[config.mk]
export PLATFORM = sky130hd
export DESIGN_NAME = register_file_mp
export DESIGN_NICKNAME = d
export VERILOG_FILES = /design/src/rtl/register_file_mp.sv
export SDC_FILE = /design/constraint.sdc
export NUM_CORES = 1
export LEC_CHECK = 0
export ABC_AREA = 1
export CAP_MARGIN = 25
export CORE_MARGIN = 2
export CORE_UTILIZATION = 30
export CTS_CLUSTER_SIZE = 25
export DETAILED_ROUTE_END_ITERATION = 10
export PLACE_DENSITY = 0.44
export SETUP_SLACK_MARGIN = 0.5
export SLEW_MARGIN = 0
export SYNTH_ARGS = -nofsm -noshare
export SYNTH_HDL_FRONTEND = slang
export SYNTH_SLANG_ARGS = --single-unit
[constraint.sdc]
create_clock -name clk_i -period 4.7 [get_ports clk_i]
set_input_delay 0.94 -clock clk_i [delete_from_list [all_inputs] [get_ports clk_i]]
set_output_delay 0.94 -clock clk_i [all_outputs]
set_load 0.02 [all_outputs]
[src/rtl/register_file_mp.sv]
// register_file_mp: parametrised register file with two combinational read ports, two clocked
// write ports (port 1 has priority), an optional hard-wired zero register, optional write-through
// bypass, and a per-register busy scoreboard for the pipeline's hazard logic.
//
// Ports:
//   clk_i, rst_ni                       clock (rising edge) and async active-low reset
//   wr_en{1,2}_i, write_reg{1,2}_i,
//   write_data{1,2}_i                   write ports; both may write in the same cycle
//   read_reg{1,2}_i -> read_data{1,2}_o combinational read ports
//   busy_set_i, busy_reg_i              mark a register as having a pending write
//   read_busy{1,2}_o                    busy bit of the addressed register (pre-edge state)
//   collision_o                         registered: both ports hit the same address last edge
module register_file_mp #(
   parameter int unsigned DATA_WIDTH = 16,
   parameter int unsigned ADDR_WIDTH = 3,
   parameter bit          ZERO_REG   = 1'b1,
   parameter bit          BYPASS     = 1'b1
) (
   input  logic                  clk_i,
   input  logic                  rst_ni,
   input  logic                  wr_en1_i,
   input  logic [ADDR_WIDTH-1:0] write_reg1_i,
   input  logic [DATA_WIDTH-1:0] write_data1_i,
   input  logic                  wr_en2_i,
   input  logic [ADDR_WIDTH-1:0] write_reg2_i,
   input  logic [DATA_WIDTH-1:0] write_data2_i,
   input  logic [ADDR_WIDTH-1:0] read_reg1_i,
   input  logic [ADDR_WIDTH-1:0] read_reg2_i,
   output logic [DATA_WIDTH-1:0] read_data1_o,
   output logic [DATA_WIDTH-1:0] read_data2_o,
   input  logic                  busy_set_i,
   input  logic [ADDR_WIDTH-1:0] busy_reg_i,
   output logic                  read_busy1_o,
   output logic                  read_busy2_o,
   output logic                  collision_o
);

   localparam int unsigned Depth = 2 ** ADDR_WIDTH;

   logic [DATA_WIDTH-1:0] mem_q [Depth];
   logic [Depth-1:0]      busy_q, busy_d;
   logic                  collision_q, collision_d;

   logic zero1, zero2, same_addr;
   logic we1_eff, we2_eff;

   // Writes that actually land after the zero-register and collision rules.
   assign zero1     = ZERO_REG && (write_reg1_i == '0);
   assign zero2     = ZERO_REG && (write_reg2_i == '0);
   assign same_addr = (write_reg1_i == write_reg2_i);
   assign we1_eff   = wr_en1_i && !zero1;
   assign we2_eff   = wr_en2_i && !zero2 && !(wr_en1_i && same_addr);

   // An overlap on the zero register is not a real conflict.
   assign collision_d = wr_en1_i && wr_en2_i && same_addr && !zero1;

   always_comb begin
      busy_d = busy_q;
      for (int unsigned r = 0; r < Depth; r++) begin
         if (busy_set_i && (busy_reg_i == ADDR_WIDTH'(r))) begin
            busy_d[r] = 1'b1;
         end else if ((we1_eff && (write_reg1_i == ADDR_WIDTH'(r))) ||
                      (we2_eff && (write_reg2_i == ADDR_WIDTH'(r)))) begin
            busy_d[r] = 1'b0;
         end
      end
      if (ZERO_REG) begin
         busy_d[0] = 1'b0;
      end
   end

   always_ff @(posedge clk_i or negedge rst_ni) begin
      if (!rst_ni) begin
         for (int unsigned i = 0; i < Depth; i++) begin
            mem_q[i] <= '0;
         end
         busy_q      <= '0;
         collision_q <= 1'b0;
      end else begin
         if (we1_eff) begin
            mem_q[write_reg1_i] <= write_data1_i;
         end
         if (we2_eff) begin
            mem_q[write_reg2_i] <= write_data2_i;
         end
         busy_q      <= busy_d;
         collision_q <= collision_d;
      end
   end

   logic [ADDR_WIDTH-1:0] rd_addr [2];
   logic [DATA_WIDTH-1:0] rd_data [2];

   assign rd_addr[0] = read_reg1_i;
   assign rd_addr[1] = read_reg2_i;

   // Bypass is suppressed while reset is held so the ports read zero immediately.
   always_comb begin
      for (int p = 0; p < 2; p++) begin
         rd_data[p] = mem_q[rd_addr[p]];
         if (BYPASS && rst_ni) begin
            if (we2_eff && (write_reg2_i == rd_addr[p])) begin
               rd_data[p] = write_data2_i;
            end
            if (we1_eff && (write_reg1_i == rd_addr[p])) begin
               rd_data[p] = write_data1_i;
            end
         end
         if (ZERO_REG && (rd_addr[p] == '0)) begin
            rd_data[p] = '0;
         end
      end
   end

   assign read_data1_o = rd_data[0];
   assign read_data2_o = rd_data[1];
   assign read_busy1_o = busy_q[read_reg1_i];
   assign read_busy2_o = busy_q[read_reg2_i];
   assign collision_o  = collision_q;

endmodule

; Word level (Yosys, flattened, before mapping)
; Cells that the tools add are included.
[word_totals]
ff_bits = 136
inputBits = 52
elab_cells = 149
[classes]
magnitude_cmp = 8
eq_ne = 26
mux = 40
bitwise_logic = 4
n_reduce_logical = 55
[op_table]
columns = op, count
row1 = bitwise mux 128 bit, 2
row2 = two-way mux 128 bit, 2
row3 = two-way mux 16 bit, 14
row4 = binary-select mux 16 bit (select 3 bit), 2
row5 = demux 16 bit (select 3 bit), 2
row6 = "equality test 3 bit, second input constant", 12
row7 = logical AND 1 bit, 34
row8 = "equality test 3 x 2 -> 1 bit, second input constant", 6
row9 = ">= comparator 4 bit, second input constant", 4
row10 = two-way mux 1 bit, 16
row11 = inverter 3 -> 4 bit, 4
row12 = equality test 3 bit, 5
row13 = nonzero test 2 bit, 7
row14 = zero test 3 bit, 4
row15 = "equality test 3 x 1 -> 1 bit, second input constant", 3
row16 = "< comparator 3 x 4 -> 1 bit, second input constant", 2
row17 = "< comparator 4 x 1 -> 1 bit, second input constant", 2
row18 = logical OR 1 bit, 7
row19 = binary-select mux 1 bit (select 3 bit), 2
row20 = zero test 1 bit, 3

; Logic depth before layout (Yosys ltp)
[logic_depth]
depth_word = 9
mapped_depth = 12
depth_no_buf = 10

; Worst setup path before layout
; OpenSTA, ideal clock, no wires.
[synth_path]
kind = input -> output
from = input port write_reg2_i[2]
to = output port read_data1_o[8]
t_arrival_ns = 2.299
setup_slack_ns = 1.461
stages = 11
path_buffers = 2
cell_sequence = buf_6 > inv_6 > nand2_1 > nand2_1 > nand2_1 > nor2_4 > nand3_2 > buf_2 > nand2_1 > nand3_1 > a21oi_1
[synth_between]
elab_chain_cells = 9
word_cells_on_any_way = 13
cone_classes = 2 x eq/ne / 4 x mux / 7 x reduce/logical
[synth_lines]
columns = element, line
row1 = "start, declared", 25  ; input logic [ADDR_WIDTH-1:0] write_reg2_i,
row2 = equality test 3 bit / zero test 3 bit (equally long branches), n/a
row3 = logical AND 1 bit / zero test 1 bit (equally long branches), 52  ; assign we2_eff = wr_en2_i && !zero2 && !(wr_en1_i && same_addr);
row4 = zero test 1 bit / logical AND 1 bit (equally long branches), 52
row5 = logical AND 1 bit, 52
row6 = logical AND 1 bit (*), 102  ; if (we2_eff && (write_reg2_i == rd_addr[p])) begin
row7 = two-way mux 16 bit (*), 102
row8 = two-way mux 16 bit (*), 105  ; if (we1_eff && (write_reg1_i == rd_addr[p])) begin
row9 = two-way mux 16 bit (*), 101  ; if (BYPASS && rst_ni) begin
row10 = two-way mux 16 bit (*), 109  ; if (ZERO_REG && (rd_addr[p] == '0)) begin
row11 = "end, declared", 29  ; output logic [DATA_WIDTH-1:0] read_data1_o,
; Every way passes the cells marked *; elsewhere a longest branch is shown, timed or not.

; Worst setup path after layout
[layout_path]
from = input port read_reg2_i[2]
to = output port read_busy2_o
[layout_between]
elab_chain_cells = 2
[layout_lines]
columns = element, line
row1 = "start, declared", 28  ; input logic [ADDR_WIDTH-1:0] read_reg2_i,
row2 = binary-select mux 1 bit (select 3 bit), 118  ; assign read_busy2_o = busy_q[read_reg2_i];
row3 = two-way mux 1 bit (not written as such), 118
row4 = "end, declared", 34  ; output logic read_busy2_o,
; No other way between the ends. The select of a mux whose other input is x is not followed.

==> out/results.md <==
| Item | Value | Unit |
|:---|:---|:---|
| Buffers and inverters on the worst path | 5 | - |
| Sequential cell area fraction in the yosys report | 32.7 | % |
| Syn Area/Cell | 6.41 | um^2 |
| Iteration-0 DRC count of the detailed router | 1022 | - |
| Crit Path Class | input pin to output port | - |
| Sum of negative setup slack | 0 | ns |
| Initial antenna violation count | 0 | - |
| Leakage | 0.00596 | uW |
| DIE HEIGHT | 190 | um |
| Wire length of the first global-routing pass | 64700 | um |
| Post-DR wirelength/cell | 20.0 | um |
| Largest incremental delay on the critical path | 0.67 | ns |
| Register clock-pin slew on the reported worst setup and hold paths | 0.06 | ns |
| Type of the most critical hold path | register to register | - |
| Data arrival time at the worst-slack endpoint | 3.17 | ns |
| Max-capacitance violation count | 0 | - |
| Worst skew pair latency | 0.42 | ns |
| Tightest Pin Transition | 0.860 | ns |
| Fraction of layout instances using a drive strength above 1 | 9.22 | % |
| Number of setup buffers added after CTS | 0 | - |
| Number of flops mapped to enable cells by yosys | 0 | - |
| Final number of max-transition violations | 0 | - |
| Status | finished clean | - |
| Library cells used by synthesis | 40 | - |
| Number of remaining DRC errors | 0 | - |
| Growth of design area from synthesis to finish | 18.5 | % |
| Instance count along the most critical hold path | 0 | - |
| Top post-synthesis cells by count | 526 x sky130_fd_sc_hd__nand2_1, 171 x sky130_fd_sc_hd__o21ai_0, 136 x sky130_fd_sc_hd__dfrtp_1, 132 x sky130_fd_sc_hd__inv_1, 119 x sky130_fd_sc_hd__nand3_1 | - |
| Max H-tree Level | 4 | - |
| Fraction of registers with async set or reset after synthesis | 100 | % |
| Weighted congestion reported at the end of routability-driven placement | 0.864 | - |
| Largest fanout of any net on the critical path | 13 | - |
| Total power per unit cell area | 368 | nW/um^2 |
| Number of buffers inserted by port buffering | 86 | - |
| Dominant cell by count in the synthesized netlist | sky130_fd_sc_hd__nand2_1 | - |
| CP Capture Type | output port | - |
| Nets | 1710 | - |
| Width of the chip | 190 | um |
| Vias per cell | 5.11 | - |
| Total of hold buffers inserted after clock tree synthesis | 0 | - |
| Post-Synthesis Cell Area | 10400 | um^2 |
| Cell count of the worst reg-to-reg path | 4 | - |
| Pin count of the biggest net entering global routing | 61 | - |
| Starting utilization of the core area | 30.2 | % |
| Antenna-violating nets left | 0 | - |
| Via total after detailed routing | 10864 | - |
| Critical path depth | 8 | - |
| Startpoint type of the worst setup path | input pin | - |
| Clock Root Buffer | sky130_fd_sc_hd__clkbuf_16 | - |
| Series of cell instances along the critical path | clkdlybuf4s50_1 -> buf_4 -> inv_4 -> buf_4 -> o21ai_0 -> a21oi_1 -> a21oi_1 -> clkdlybuf4s50_1 | - |
| Time the final worst path needs with I/O delays and setup | 4.11 | ns |
| Top cells by area in the synthesized netlist | sky130_fd_sc_hd__dfrtp_1 33%, sky130_fd_sc_hd__nand2_1 19%, sky130_fd_sc_hd__o21ai_0 8.2% | - |
| DIE AREA | 36200 | um^2 |
| Nets in the synthesized netlist | 1673 | - |
| Site Rows | 68 | - |
| Post-Syn Instances | 1621 | - |
| Flip-flop and latch count after synthesis | 136 | - |
| Max Freq | 243 | MHz |
| TritonCTS Buffers | 17 | - |
| Hold Vio Cnt, Final | 0 | - |
| Endpoints failing setup | 0 | - |
| Placeable Area | 34400 | um^2 |
| RSZ-0062 raised after global routing | false | - |
| Crit-path leading delay family | buffers and inverters | - |
| Worst-case clock skew | 0 | ns |
| Post-route clock period utilization | 87.4 | % |
| CTS tree | built | - |
| Via count of the first global-routing pass | 9858 | - |
| Pre-antenna DRT Iters | 5 | - |
| Cell with the biggest individual delay on the critical path | sky130_fd_sc_hd__clkdlybuf4s50_1 | - |
| Tightest hold margin | 0.375 | ns |
| Gr ovfl total | 0 | - |
| Portion of synthesized cell area occupied by the leading cell type | 32.7 | % |
| Fill cell total of the finished layout | 3785 | - |
| DRT Wirelength | 42600 | um |
| Main flop type after synthesis | sky130_fd_sc_hd__dfrtp_1 | - |
| Aggregate global-route resource usage | 24.1 | % |
| Io pins | 87 | - |
| Largest area contributor in the netlist | sky130_fd_sc_hd__dfrtp_1 | - |
| Sum of net half-perimeters after detailed placement | 28900 | um |
| Maximum clock insertion buffer count | 2 | - |
| Largest vdd supply drop | 0.264 | mV |
| Total clock sinks | 136 | - |
| Max-slew headroom | 42.7 | % |
| Total number of yosys warnings | 0 | - |
| Critical Path RT | 3.76 | ns |
-- cells in the final DEF (no fill, tap or decap), types with 5 or more instances in the layout --
cell / Yosys / final
sky130_fd_sc_hd__nor2_1: 60 / 60
sky130_fd_sc_hd__bufinv_16: 0 / 7
sky130_fd_sc_hd__inv_2: 7 / 5
sky130_fd_sc_hd__o21ai_1: 93 / 93
sky130_fd_sc_hd__a21oi_1: 113 / 113
sky130_fd_sc_hd__xnor2_1: 5 / 5
sky130_fd_sc_hd__o21a_1: 16 / 16
sky130_fd_sc_hd__dfrtp_1: 136 / 136
sky130_fd_sc_hd__o21ai_0: 171 / 171
sky130_fd_sc_hd__xor2_1: 5 / 5
sky130_fd_sc_hd__o211ai_1: 32 / 32
sky130_fd_sc_hd__buf_4: 3 / 57
sky130_fd_sc_hd__o21ai_2: 12 / 12
sky130_fd_sc_hd__nand4_4: 6 / 6
sky130_fd_sc_hd__nand2_1: 526 / 526
sky130_fd_sc_hd__inv_1: 132 / 132
sky130_fd_sc_hd__nand3_1: 119 / 119
sky130_fd_sc_hd__or2_2: 14 / 14
sky130_fd_sc_hd__dlygate4sd2_1: 0 / 35
sky130_fd_sc_hd__clkdlybuf4s50_1: 0 / 45
sky130_fd_sc_hd__and2_1: 12 / 12
sky130_fd_sc_hd__clkbuf_16: 0 / 17
-- layout make-up --
class	instances	area [um^2]	share of cell area [%]
diodes	1	2.50	0.0203
well taps	455	569	4.62
clock inverters	13	249	2.02
multi-input cells	1210	5760	46.7
repair buffers	149	1340	10.9
clock buffers	19	443	3.59
flip-flops and latches	136	3400	27.6
inverters	144	559	4.54
-- state kept, by name, summed over array words and instances, names as in the netlist --
name / flops
collision_o: 1
busy_q: 7
mem_q: 128
-- stage by stage --
step / instance area, um^2 / power, uW / setup WS, ns / instances / util [%]
after floorplan: 10400 / 2460 / 1.46 / 1621 / -
after global placement: 11600 / 2930 / 0.223 / 2094 / 33.9
after detailed placement: 11600 / 2950 / 0.200 / 2094 / 33.9
after CTS: 12300 / 4550 / 0.499 / 2126 / 35.8
after global routing: 12300 / 4830 / 0.502 / 2126 / 35.8
final: 12300 / 4540 / 0.591 / 2127 / 35.9
-- logic make-up (layout without fill, tap and decap cells) --
family,after synthesis,after routing,synth area share [%]
AND/OR/NAND/NOR,759,759,31.3
buffers and inverters,275,325,12.1
other,0,1,0
XOR/XNOR,10,10,0.842
AO/OA/AOI/OAI,441,441,23.0
flip-flops,136,136,32.7
-- per-layer routing --
metal  global-route usage [%]  routed length (um)  share of wire (%)
met1                     37.6               21800                 51
met2                     33.2               16700                 39
met5                        0                   0                  0
met3                     4.98                3430                8.1
met4                     5.43                 658                1.5
-- timing repair --
action                     in CTS  in global routing
gates cloned                    0                  0
resized for setup              42                  5
pin swaps                       1                  0
setup endpoints to repair      32                  6
-- final timing paths --
kind | endpoint | from | slack [ns]
min in group asynchronous | mem_q[62] | rst_ni | 0.41
worst max-delay path | read_busy2_o | read_reg2_i[2] | 0.59
worst max register to register | mem_q[9] | mem_q[9] | 3.80
worst min-delay path | mem_q[116] | mem_q[116] | 0.37
worst min register to register | mem_q[116] | mem_q[116] | 0.37
max in group asynchronous | mem_q[91] | rst_ni | 3.11
-- report_power, final --
group | internal (uW) | switching (uW)
Clock | 1060 | 564
Sequential | 1400 | 155
Combinational | 514 | 849
(Power assumes the default switching activity.)
